File: src/rtl/io_pwm_cap_pkg.sv
// Shared types and register map for the PWM input-capture core.
// Latency: n/a (declarations only).
// Backpressure: n/a.
package io_pwm_cap_pkg;

    typedef enum logic [1:0] {
        IDLE = 2'd0,
        HIGH = 2'd1,
        LOW  = 2'd2
    } cap_state_t;

    localparam int STATUS_ADDR = 0;
    localparam int EN_ADDR     = 1;
    localparam int LEVEL_ADDR  = 2;
    localparam int CAP_BASE    = 16;
    localparam int OVF_LSB     = 16;

endpackage

File: src/rtl/io_pwm_cap_core_chan.sv
// One capture channel: pin synchronizer, edge detect, phase FSM, counter and capture registers.
// Latency: pin to s2 in 2 edges; captures and set pulses land on the 3rd edge.
// Backpressure: none; free-running, set pulses are single-cycle and must be absorbed by the caller.
module pwm_cap_chan
    import io_pwm_cap_pkg::*;
#(
    parameter int C = 32
) (
    input  logic         clk,
    input  logic         reset,
    input  logic         en,
    input  logic         pwm_in,
    output logic         level,
    output logic [C-1:0] high,
    output logic [C-1:0] period,
    output logic         valid_set,
    output logic         ovf_set
);

    localparam logic [C-1:0] CNT_MAX = '1;
    localparam logic [C-1:0] ONE     = {{(C-1){1'b0}}, 1'b1};

    logic         s1, s2, s3;
    logic         rise, fall;
    cap_state_t   state, state_nxt;
    logic [C-1:0] cnt;
    logic [C-1:0] cnt_sat1;
    logic         cnt_clr, cnt_inc, lat_high, lat_period;

    assign rise     = s2 & ~s3;
    assign fall     = ~s2 & s3;
    assign level    = s2;
    // Saturating cnt+1: used both to advance the counter and as the latched width
    assign cnt_sat1 = (cnt == CNT_MAX) ? CNT_MAX : cnt + ONE;

    // Two-stage synchronizer plus one delay stage for edge detection
    always_ff @(posedge clk or negedge reset) begin
        if (!reset) begin
            s1 <= 1'b0;
            s2 <= 1'b0;
            s3 <= 1'b0;
        end else begin
            s1 <= pwm_in;
            s2 <= s1;
            s3 <= s2;
        end
    end

    // Phase state register
    always_ff @(posedge clk or negedge reset) begin
        if (!reset) state <= IDLE;
        else        state <= state_nxt;
    end

    // Phase transitions; disabling always returns to IDLE so a fresh rise is needed
    always_comb begin
        state_nxt = state;
        if (!en) begin
            state_nxt = IDLE;
        end else begin
            case (state)
                IDLE:    if (rise) state_nxt = HIGH;
                HIGH:    if (fall) state_nxt = LOW;
                LOW:     if (rise) state_nxt = HIGH;
                default: state_nxt = IDLE;
            endcase
        end
    end

    // Datapath controls; the counter keeps running across the falling edge so period spans rise to rise
    always_comb begin
        cnt_clr    = 1'b0;
        cnt_inc    = 1'b0;
        lat_high   = 1'b0;
        lat_period = 1'b0;
        valid_set  = 1'b0;
        ovf_set    = 1'b0;
        if (!en) begin
            cnt_clr = 1'b1;
        end else begin
            case (state)
                IDLE: begin
                    if (rise) cnt_clr = 1'b1;
                end
                HIGH: begin
                    cnt_inc  = 1'b1;
                    lat_high = fall;
                    ovf_set  = (cnt == CNT_MAX);
                end
                LOW: begin
                    ovf_set = (cnt == CNT_MAX);
                    if (rise) begin
                        lat_period = 1'b1;
                        valid_set  = 1'b1;
                        cnt_clr    = 1'b1;
                    end else begin
                        cnt_inc = 1'b1;
                    end
                end
                default: cnt_clr = 1'b1;
            endcase
        end
    end

    // Counter and capture registers; captures hold while the channel is disabled
    always_ff @(posedge clk or negedge reset) begin
        if (!reset) begin
            cnt    <= '0;
            high   <= '0;
            period <= '0;
        end else begin
            if (cnt_clr)      cnt <= '0;
            else if (cnt_inc) cnt <= cnt_sat1;
            if (lat_high)     high   <= cnt_sat1;
            if (lat_period)   period <= cnt_sat1;
        end
    end

endmodule

File: src/rtl/io_pwm_cap_core.sv
// PWM input-capture slot: W capture channels behind status/enable/level/capture registers.
// Latency: register writes act at the write edge; rd_data is combinational from addr.
// Backpressure: none; the slot always accepts accesses and reads have no side effects.
module io_pwm_cap_core
    import io_pwm_cap_pkg::*;
#(
    parameter int W = 4,
    parameter int C = 32
) (
    input  logic         clk,
    input  logic         reset,
    input  logic         cs,
    input  logic         read,
    input  logic         write,
    input  logic [4:0]   addr,
    input  logic [31:0]  wr_data,
    output logic [31:0]  rd_data,
    input  logic [W-1:0] pwm_in
);

    logic [W-1:0] valid_q, ovf_q, en_q;
    logic [W-1:0] level, valid_set, ovf_set;
    logic [C-1:0] high_a   [W];
    logic [C-1:0] period_a [W];
    logic         status_we, en_we;
    logic [W-1:0] valid_clr, ovf_clr;
    logic         unused_bits;

    assign status_we   = write && cs && (int'(addr) == STATUS_ADDR);
    assign en_we       = write && cs && (int'(addr) == EN_ADDR);
    assign valid_clr   = status_we ? wr_data[W-1:0] : '0;
    assign ovf_clr     = status_we ? wr_data[OVF_LSB +: W] : '0;
    // Read strobe and upper write bits carry no meaning here
    assign unused_bits = ^{read, wr_data};

    for (genvar i = 0; i < W; i++) begin : g_chan
        pwm_cap_chan #(.C(C)) u_chan (
            .clk       (clk),
            .reset     (reset),
            .en        (en_q[i]),
            .pwm_in    (pwm_in[i]),
            .level     (level[i]),
            .high      (high_a[i]),
            .period    (period_a[i]),
            .valid_set (valid_set[i]),
            .ovf_set   (ovf_set[i])
        );
    end

    // Sticky flags with W1C; a hardware set in the same cycle as a clear wins
    always_ff @(posedge clk or negedge reset) begin
        if (!reset) begin
            valid_q <= '0;
            ovf_q   <= '0;
        end else begin
            valid_q <= (valid_q & ~valid_clr) | valid_set;
            ovf_q   <= (ovf_q & ~ovf_clr) | ovf_set;
        end
    end

    // Channel enable register
    always_ff @(posedge clk or negedge reset) begin
        if (!reset)     en_q <= '0;
        else if (en_we) en_q <= wr_data[W-1:0];
    end

    // Read mux; unmapped addresses and absent channels read as zero
    always_comb begin
        rd_data = '0;
        if (int'(addr) == STATUS_ADDR) begin
            rd_data[W-1:0]         = valid_q;
            rd_data[OVF_LSB +: W]  = ovf_q;
        end else if (int'(addr) == EN_ADDR) begin
            rd_data[W-1:0] = en_q;
        end else if (int'(addr) == LEVEL_ADDR) begin
            rd_data[W-1:0] = level;
        end
        for (int i = 0; i < W; i++) begin
            if (int'(addr) == CAP_BASE + 2*i)     rd_data[C-1:0] = high_a[i];
            if (int'(addr) == CAP_BASE + 2*i + 1) rd_data[C-1:0] = period_a[i];
        end
    end

endmodule

File: config.mk
export PLATFORM = sky130hd
export DESIGN_NAME = io_pwm_cap_core
export DESIGN_NICKNAME = d
export VERILOG_FILES = /design/src/rtl/io_pwm_cap_pkg.sv /design/src/rtl/io_pwm_cap_core_chan.sv /design/src/rtl/io_pwm_cap_core.sv
export SDC_FILE = /design/constraint.sdc
export NUM_CORES = 1
export LEC_CHECK = 0
export ABC_CLOCK_PERIOD_IN_PS = 2800
export CORE_MARGIN = 1
export CORE_UTILIZATION = 62
export CTS_CLUSTER_SIZE = 28
export DETAILED_ROUTE_END_ITERATION = 6
export PLACE_DENSITY = 0.81
export SLEW_MARGIN = 20
export SYNTH_ARGS = -nofsm -noshare
export SYNTH_HDL_FRONTEND = slang
export SYNTH_HIERARCHICAL = 1
export SYNTH_SLANG_ARGS = --single-unit
File: constraint.sdc
create_clock -name clk -period 2.8 [get_ports clk]
set_input_delay 0.42 -clock clk [delete_from_list [all_inputs] [get_ports clk]]
set_output_delay 0.42 -clock clk [all_outputs]
set_load 0.01 [all_outputs]
==> impl_results.md <==
- Core Region: 0.0359 sq mm
- Yosys warnings: 6
- Design area: 0.0268 sq mm
- Max Slew Vio Count: 0
- Routed len/inst: ~24 um
- # setup viols final: 0
- Setup TNS: 0 ps
- Commonest cells after routing, fill and taps aside: dfrtp_1 (416), nand2_1 (245), nor2_1 (223), a21oi_1 (212), buf_4 (194)
- Clock skew: 13.2 ps
- Worst-path clk slew: 60 ps
- Vias after detailed routing: 21,100
- Synth Area per Inst: 9.15 sq um
- Post-DP HPWL: 53.1 mm
- # DRC: 0
- Initial antenna violation count: 1
- R2R Path Start: g_chan[3].u_chan/cnt[1]$_DFFE_PN0P_
- Layout cells sized above 1: 18.7%
- Sequential-to-total area share from yosys stat: a little under half
- Vias in the first global route: ~20,000
- Max stage delay on crit path: 410 ps
- Synth top area share: between 40% and 50%
- Arr. time, crit path: ~2400 ps
- CP Class: reg -> out
- Relative slew slack: about two fifths
- WHS Endpoint: g_chan[3].u_chan/s1$_DFF_PN0_
- Maximum VDD drop: roughly 0.00044 V
- Hold depth: 1
- Critical Path Fanout Max: 2
- Max Buffers Root-to-Sink: 3
- I/O Buffers: 52
- CTS sink cnt: between 400 and 500
- Total grt overflow: 0
- Syn Nets: around 2,600
- Detailed Routing Iterations Pass 1: 5
- Slowest cell on crit path: or3b_4
- Die ar.: between 0.03 and 0.04 sq mm
- Post-DRT Antenna Nets: 0
- Worst Min Path Start: pwm_in[3]
- CTS H-Tree Depth: 2
- I/O Pins: roughly 80
- DR iter-0 viols: 2,313
- Slew at the pin closest to its max-slew limit: between 900 and 1000 ps
- Max cap viols: 0
- Cells after Synth: about 2,500
- Nets: 2,686
- Cell Rows: 69
- Outcome: finished, final reports clean
- Placed Area: 0.0247 sq mm
- Final wirelength: approximately 74 mm
- Tmin final: about 2800 ps
- Main synth FF type: dfrtp_1
- Setup crit start kind: register
- Crit share post-route: 99.9%
- Leak: 11.3 nW
- TritonCTS clock tree: done
- Post-synth top area cell: dfrtp_1
- Final GP Congestion: 0.983
- HP Class: in -> reg
- Die Height: 194 um
- Largest net degree at the start of global routing: 83
- RR Endpoint: g_chan[3].u_chan/cnt[20]$_DFFE_PN0P_
- CP cell instances: or3b_4 > a2111oi_4 > a221o_1 > a221oi_2 > o21ai_2 > buf_2
- WP data required: 2380 ps
- PD cells: 497 mW/mm^2
- Fmax: 357 MHz
- Largest cells by area after synthesis: dfrtp_1 (46%), a21oi_1 (5.0%), o21ai_0 (4.3%)
- Diode count: 0
- Die X-Extent: 194 um
- Synth Cell Area: 0.0229 sq mm
- EDFF count, synth: 0
- Layout area overhead: 17.1%
- Gr usage total: 39.1%
- Commonest non-fill, non-tap cell in the layout: dfrtp_1
- CTS buffer count: 45
- First-pass GRT wire length: approximately 120 mm
- Final Hold Fails: 0
- Clk_lat worst skew: 580 ps
- Asr flop ratio synth: 100%
- Initial core utilization: 63.7%
- Crit end category: primary output
- Reg2Reg Setup Slack: 250 ps
- FF-to-FF path depth: 6
- Hold Slack: 280 ps
- Synth cell types: 89
- RSZ-0062 raised after global routing: true
- Root buffer cell: clkbuf_16
- Synthesized flop and latch total: 416
- Vias per inst: 6.75
-- layer usage --
metal	global-route usage [%]	vias up	share of wire, %
met5	0	-	0.014
met2	60.0	1030	45
met1	56.9	10400	43
met4	13.5	2	3.2
li1	-	9438	-
met3	5.84	136	8.5
-- what timing repair did --
item	in CTS	in global routing
pin swaps	21	23
resized for setup	166	52
setup buffers	2	9
endpoints found under the hold margin	59	0
cloned	0	1
setup endpoints to repair	32	28
hold buffers	1	0
-- cells by family (layout without fill, tap and decap cells) --
family	count (synthesis)	after routing	share of synthesized area, %
AOI/OAI and AO/OA	818	818	23.2
DFF	416	416	45.5
muxes	44	44	1.96
and+or+nand+nor	880	880	20.1
xor gates and xnor gates	77	77	2.95
adders and majority gates	16	16	0.875
buffers and inverters	247	409	5.32
-- cell usage after synthesis (7+ instances only) --
master,n
o21ai_0,195
xnor2_1,61
a21o_1,11
clkbuf_2,7
ha_1,16
o221a_2,27
a211oi_1,27
nor3_1,62
o22ai_1,46
nand2_1,245
o221ai_1,9
inv_1,58
a21oi_1,229
nand4_1,43
o22ai_2,10
nor2_1,224
nand2b_1,26
and4_1,22
nor4_1,41
and3_1,34
o31ai_1,15
a221oi_1,16
buf_6,23
mux2i_1,38
o211a_1,13
nor2b_1,13
and2_1,22
nand3_1,59
a31oi_1,64
buf_1,10
xor2_1,16
o21a_1,31
a22oi_1,13
a21boi_0,18
clkbuf_1,96
buf_2,38
a311oi_1,31
o21ai_1,8
dfrtp_1,416
buf_4,13
-- critical path: cells and delay by family, from the launching register on --
kind | cells | cell delay [ps]
simple gates | 1 | 410
buf+inv | 1 | 170
flops | 1 | 380
compound gates | 4 | 850
-- through the flow --
step	utilization (%)	power, mW	setup slack (ps)	instances
3_3_place_gp	68.6	7.08	-829	3026
5_1_grt	74.6	13.7	-35.5	3121
4_1_cts	74.1	13.4	-50.8	3111
3_5_place_dp	68.6	7.10	-840	3026
6_report	74.6	13.3	2.75	3121
2_1_floorplan	-	6.61	526	2498
-- cell type report --
class                   count  area [sq um]
flip-flops and latches    416         10400
fillers                  2554          9140
well taps                 461           577
multi-input cells        1835         11800
inverters                  59           221
repair buffers            267          2220
clock inverters            23           259
clock buffers              60          1310
-- how the worst max path moves through the flow --
stage / start / to / slack [ps] / cells past startpoint
after floorplan: g_chan[3].u_chan/cnt[0]$_DFFE_PN0P_ / g_chan[3].u_chan/cnt[13]$_DFFE_PN0P_ / 530 / 9
after global placement: addr[2] / rd_data[3] / -830 / 11
after detailed placement: addr[1] / rd_data[18] / -840 / 9
after CTS: addr[2] / rd_data[14] / -50 / 9
after global routing: g_chan[0].u_chan/high[30]$_DFFE_PN0P_ / rd_data[30] / -40 / 6
final: g_chan[0].u_chan/high[30]$_DFFE_PN0P_ / rd_data[30] / 3 / 6
-- power breakdown --
group | switching (mW) | internal [mW]
registers | 0.0742 | 6.08
logic | 0.567 | 0.343
clock network | 2.51 | 3.75
total | 3.15 | 10.2
-- sequential cells by signal (all words and copies together), names as in the netlist --
signal,flops
valid_q,4
g_chan.u_chan/s1,4
g_chan.u_chan/cnt,128
g_chan.u_chan/high,128
g_chan.u_chan/state,8
g_chan.u_chan/level,4
g_chan.u_chan/s3,4
en_q,4
ovf_q,4
g_chan.u_chan/period,128
Power figures use the tool's default switching activity.
